**config.mk**
```make
export PLATFORM = sky130hd
export DESIGN_NAME = reset_sequencer
export DESIGN_NICKNAME = d
export VERILOG_FILES = /design/src/rtl/reset_seq_pkg.sv /design/src/rtl/reset_seq_counter.sv /design/src/rtl/reset_sequencer.sv
export SDC_FILE = /design/constraint.sdc
export NUM_CORES = 1
export LEC_CHECK = 0
export BUFFER_PORTS_ARGS = -buffer_cell sky130_fd_sc_hd__clkbuf_2
export CAP_MARGIN = 20
export CORE_MARGIN = 10
export CORE_UTILIZATION = 43
export CTS_CLUSTER_DIAMETER = 30
export DETAILED_ROUTE_END_ITERATION = 8
export GPL_ROUTABILITY_DRIVEN = 0
export PLACE_DENSITY = 0.66
export SLEW_MARGIN = 20
export SYNTH_ARGS = -nofsm -noshare
export SYNTH_HDL_FRONTEND = slang
export SYNTH_SLANG_ARGS = --single-unit
```
**constraint.sdc**
```tcl
create_clock -name i_Clock -period 2.1 [get_ports i_Clock]
set_input_delay 0.315 -clock i_Clock [delete_from_list [all_inputs] [get_ports i_Clock]]
set_output_delay 0.315 -clock i_Clock [all_outputs]
set_load 0.03 [all_outputs]
```
**src/rtl/reset_seq_pkg.sv**
```systemverilog
// reset_seq_pkg: state encoding and stage hold-time slice helper for reset_sequencer.
package reset_seq_pkg;
  typedef enum logic [2:0] {IDLE, HOLD, WAIT_ACK, RETRY, DONE, FAULT} state_e;
  localparam int MAX_BITS = 1024;
  function automatic logic [31:0] hold_slice(input logic [MAX_BITS-1:0] vec, input int k, input int w);
    logic [MAX_BITS-1:0] mask;
    mask = (MAX_BITS'(1) << w) - MAX_BITS'(1);
    return 32'((vec >> (k * w)) & mask);
  endfunction
endpackage

```
**src/rtl/reset_seq_counter.sv**
```systemverilog
// reset_seq_counter: saturating-by-use up-counter with clear, enable and terminal compare.
module reset_seq_counter #(
  parameter int WIDTH = 16
) (
  input  logic             clk,
  input  logic             rst,
  input  logic             clr_i,
  input  logic             en_i,
  input  logic [WIDTH-1:0] limit_i,
  output logic             hit_o
);
  logic [WIDTH-1:0] count_q;
  assign hit_o = count_q == limit_i;
  always_ff @(posedge clk) begin
    if (rst || clr_i) count_q <= '0;
    else if (en_i) count_q <= count_q + 1'b1;
  end
endmodule

```
**src/rtl/reset_sequencer.sv**
```systemverilog
// reset_sequencer: releases NUM_STAGES reset domains in order, with per-stage hold,
// optional ready acknowledge, acknowledge timeout and bounded whole-sequence retry.
module reset_sequencer
  import reset_seq_pkg::*;
#(
  parameter int                                NUM_STAGES     = 4,
  parameter int                                COUNTER_WIDTH  = 16,
  parameter logic [NUM_STAGES*COUNTER_WIDTH-1:0] STAGE_HOLD   = {NUM_STAGES{COUNTER_WIDTH'(40000)}},
  parameter logic [NUM_STAGES-1:0]             ACK_MASK       = NUM_STAGES'(1),
  parameter int                                TIMEOUT_CYCLES = 60000,
  parameter int                                MAX_RETRIES    = 3,
  localparam int                               RW = (MAX_RETRIES > 0) ? $clog2(MAX_RETRIES + 1) : 1
) (
  input  logic                  i_Clock,
  input  logic                  i_Reset,
  input  logic                  i_Enable,
  input  logic [NUM_STAGES-1:0] i_Stage_Ready,
  output logic [NUM_STAGES-1:0] o_Stage_Release,
  output logic                  o_Done,
  output logic                  o_Fault,
  output logic [RW-1:0]         o_Retry_Count
);
  localparam int SW = (NUM_STAGES > 1) ? $clog2(NUM_STAGES) : 1;
  localparam logic [SW-1:0] LAST = SW'(NUM_STAGES - 1);
  localparam logic [RW-1:0] RMAX = RW'(MAX_RETRIES);
  if (COUNTER_WIDTH > 31 || TIMEOUT_CYCLES >= (1 << COUNTER_WIDTH) || NUM_STAGES * COUNTER_WIDTH > MAX_BITS) begin : g_bad_params
    $error("reset_sequencer: TIMEOUT_CYCLES or COUNTER_WIDTH out of range");
  end
  state_e state_q, state_d;
  logic [SW-1:0] stage_q, stage_d;
  logic [NUM_STAGES-1:0] rel_q, rel_d;
  logic done_q, done_d, fault_q, fault_d, clr, en, adv, hit;
  logic [RW-1:0] retry_q, retry_d;
  logic [COUNTER_WIDTH-1:0] limit;
  assign limit = (state_q == HOLD)
    ? COUNTER_WIDTH'(hold_slice(MAX_BITS'(STAGE_HOLD), int'(stage_q), COUNTER_WIDTH))
    : COUNTER_WIDTH'(TIMEOUT_CYCLES);
  reset_seq_counter #(.WIDTH(COUNTER_WIDTH)) u_cnt (
    .clk(i_Clock), .rst(i_Reset), .clr_i(clr), .en_i(en), .limit_i(limit), .hit_o(hit)
  );
  always_comb begin
    state_d = state_q;
    stage_d = stage_q;
    rel_d = rel_q;
    done_d = done_q;
    fault_d = fault_q;
    retry_d = retry_q;
    clr = 1'b0;
    en = 1'b0;
    adv = 1'b0;
    case (state_q)
      IDLE, RETRY: begin
        state_d = HOLD;
        stage_d = '0;
        clr = 1'b1;
      end
      HOLD: begin
        if (hit) begin
          rel_d[stage_q] = 1'b1;
          clr = 1'b1;
          state_d = WAIT_ACK;
          adv = !ACK_MASK[stage_q];
        end else en = 1'b1;
      end
      WAIT_ACK: begin
        clr = 1'b1;
        if (i_Stage_Ready[stage_q]) adv = 1'b1;
        else if (hit) begin
          // the acknowledge check above lets ready on the timeout cycle win
          rel_d = '0;
          state_d = (retry_q == RMAX) ? FAULT : RETRY;
          fault_d = retry_q == RMAX;
          retry_d = (retry_q == RMAX) ? retry_q : retry_q + 1'b1;
        end else begin
          clr = 1'b0;
          en = 1'b1;
        end
      end
      DONE: done_d = 1'b1;
      FAULT: fault_d = 1'b1;
      default: state_d = IDLE;
    endcase
    if (adv) begin
      state_d = (stage_q == LAST) ? DONE : HOLD;
      stage_d = (stage_q == LAST) ? stage_q : stage_q + 1'b1;
    end
    if (!i_Enable) begin
      state_d = IDLE;
      stage_d = '0;
      rel_d = '0;
      done_d = 1'b0;
      fault_d = 1'b0;
      retry_d = '0;
      clr = 1'b1;
      en = 1'b0;
    end
  end
  always_ff @(posedge i_Clock) begin
    if (i_Reset) begin
      state_q <= IDLE;
      stage_q <= '0;
      rel_q <= '0;
      done_q <= 1'b0;
      fault_q <= 1'b0;
      retry_q <= '0;
    end else begin
      state_q <= state_d;
      stage_q <= stage_d;
      rel_q <= rel_d;
      done_q <= done_d;
      fault_q <= fault_d;
      retry_q <= retry_d;
    end
  end
  assign o_Stage_Release = rel_q;
  assign o_Done = done_q;
  assign o_Fault = fault_q;
  assign o_Retry_Count = retry_q;
endmodule

```
==> impl_metrics.env <==
export IMPL_placed_cell_area_um2=1920
export IMPL_antenna_left=0
export IMPL_numCtsBuffers=5
export IMPL_netSwitchingPower_mw=0.243
export IMPL_netlist_instances=191
export IMPL_synthArstFlopShare=0
export IMPL_endpoint_kind="flop"
export IMPL_die_area_um2=6830
export IMPL_fin_util=0.544
export IMPL_startpoint="u_cnt.count_q[14]$_SDFFE_PP0P_"
export IMPL_post_route_cell_area_um2=2020
export IMPL_min_from="i_Reset"
export IMPL_synth_warnings=0
export IMPL_drv_cap=0
export IMPL_cts_buffer_depth=2
export IMPL_synthTopCellsByArea="dfxtp_1, ha_1, nor3_1"
export IMPL_synth_area_leader_cell="dfxtp_1"
export IMPL_first_pass_iters=4
export IMPL_power_frac_seq=0.509
export IMPL_synth_ff_latch_count=29
export IMPL_ys_seq_area_frac=0.344
export IMPL_clkSinkCount=29
export IMPL_clock_latency_ps=280
export IMPL_totalWireLength_um=3870
export IMPL_synth_flop_cell="dfxtp_1"
export IMPL_clk_pin_slew_ps=60
export IMPL_setup_tns_ps=0
export IMPL_cts_tree="done"
export IMPL_synth_edf_count=0
export IMPL_antenna_found_initial=0
export IMPL_cp_max_fo=4
export IMPL_grt_overflow=0
export IMPL_fin_crit_sh=0.955
export IMPL_die_w_um=82.7
export IMPL_leakagePower_nw=0.703
export IMPL_worst_pin_slew_ps=475
export IMPL_htree_levels=2
export IMPL_cp_start_kind="flop"
export IMPL_grt_pass1_wl_um=6450
export IMPL_io_buffers=14
export IMPL_vias=1570
export IMPL_hold_class="input pin to flop"
export IMPL_crit_required_ps=2280
export IMPL_grt_pass1_vias=1426
export IMPL_drive_gt1_frac=0.265
export IMPL_avgViaCountPerCell=5.79
export IMPL_intPower_mw=0.841
export IMPL_switching_share=0.224
export IMPL_grt_usage=0.119
export IMPL_ir_drop_uv=343
export IMPL_num_nets_final=237
export IMPL_synth_top_cell_area_share=0.344
export IMPL_max_slew_margin=0.681
export IMPL_fin_worst_skew_ps=4.17
export IMPL_power_density_nw_per_um2=536
export IMPL_core_area_um2=3720
export IMPL_die_h_um=82.7
export IMPL_fmax_mhz=499
export IMPL_r2r_start="u_cnt.count_q[14]$_SDFFE_PP0P_"
export IMPL_setup_viol_count_final=0
export IMPL_syn_area_per_cell_um2=8.84
export IMPL_drt_initial_drc_count=97
export IMPL_finalMaxSlewViolations=0
export IMPL_critPathKind="flop to flop"
export IMPL_synth_nets=205
export IMPL_cts_setup_buffers=0
export IMPL_cp_arrival_ps=2180
export IMPL_dpl_hpwl_um=2980
export IMPL_rows=22
export IMPL_synthDistinctLibCells=49
export IMPL_power_frac_clock=0.423
export IMPL_hold_violations=0
export IMPL_initial_core_util=0.454
export IMPL_n_antenna_cell=0
export IMPL_grt_max_degree=14
export IMPL_rsz0062_at_grt="no"
export IMPL_drc=0
export IMPL_netlist_area_um2=1690
export IMPL_outcome="finished clean"
export IMPL_area_delta_synth_final_pct=19.8
export IMPL_wl_per_cell_um=14.3
export IMPL_final_min_clock_period_ps=2000
export IMPL_power_frac_comb=0.067
export IMPL_io_pins=15
export IMPL_cts_root_buf="clkbuf_8"
-- what timing repair did --
item | CTS | global route
gates resized for setup | 0 | 5
hold buffers | 0 | 0
setup endpoints to repair | 0 | 7
-- worst paths after layout --
check                                                  endpoint  slack (ps)  cells after the start
worst min-delay path                    state_q[2]$_SDFFE_PP0P_         460                      4
worst max register to register          state_q[0]$_SDFFE_PP0P_         100                      5
worst min register to register  o_Stage_Release[1]$_SDFFE_PP0P_         470                      2
worst max-delay path                    state_q[0]$_SDFFE_PP0P_         100                      5
-- cell type report --
type / instances / area, µm²
clock buffer: 7 / 86.3
timing repair buffer: 33 / 213
multi-input combinational: 150 / 1060
inverter: 4 / 15.0
tap: 48 / 60.1
fill: 358 / 1690
sequential: 29 / 583
-- per-stage QoR --
stage	hold WS, ps	setup WS [ps]	std cells	power, mW
2_1_floorplan	463	118	191	0.609
3_3_place_gp	449	81.9	264	0.636
3_5_place_dp	460	57.5	264	0.636
4_1_cts	454	39.9	271	1.10
5_1_grt	485	4.11	271	1.12
6_report	464	95.4	271	1.08
-- critical path, cell delays in order (launching register included) --
cell and delay, ps:
dfxtp_1 350, or3_1 400, or4_4 510, a2bb2oi_2 170, a2bb2oi_2 150, a2111oi_2 330
-- kinds of logic (layout without fill, tap and decap cells) --
family	after synthesis	in the layout	synth area share
compound gates	36	36	0.156
xor+xnor	12	12	0.0623
buf+inv	12	44	0.0334
mux	3	3	0.0252
flops	29	29	0.344
simple gates	92	92	0.328
fa+ha+maj	7	7	0.0519
-- layout by cell type (no fill, tap or decap), drive strengths merged, types with 6 or more instances in the layout --
cell,instances
dfxtp,29
clkbuf,21
buf,19
nor3,19
nor2,12
a21oi,10
nand2,9
nand4,9
nand3,8
xnor2,8
o21ai,8
ha,7
or3,6
-- flip-flops by register name, indices dropped and copies added (netlist names) --
| signal | cells |
|---|---|
| u_cnt.count_q | 16 |
| o_Stage_Release | 4 |
| state_q | 3 |
| o_Retry_Count | 2 |
| stage_q | 2 |
| o_Done | 1 |
| o_Fault | 1 |
-- power groups by stage --
stage	Combinational [mW]	Sequential [mW]	Clock (mW)
after CTS	0.0726	0.552	0.471
after global routing	0.0799	0.552	0.484
after detailed placement	0.0722	0.564	0
final	0.0730	0.552	0.459
after floorplan	0.0443	0.565	0
after global placement	0.0725	0.564	0
-- per-layer routing --
metal / wire (µm) / GRT usage / share of wire
met5: 0 / 0 / 0
met1: 1800 / 0.149 / 0.47
met4: 70 / 0.0602 / 0.018
met3: 239 / 0.0302 / 0.062
met2: 1760 / 0.184 / 0.45
-- synth_stat cells (all sizes together), types with 2 or more instances --
cell type	count
clkbuf	5
o21a	2
o211ai	4
xnor2	8
nor3	19
a211oi	5
nor2	12
nand3	8
inv	4
nor2b	3
mux2i	2
xor2	4
dfxtp	29
nor3b	2
o21ai	8
nand2	9
or3b	2
nand4	9
and3	4
ha	7
nand3b	2
a21oi	10
or3	6
nand2b	5
a2bb2oi	2
buf	3
nor4	4
Note: power is estimated with default switching activity, not from simulation.
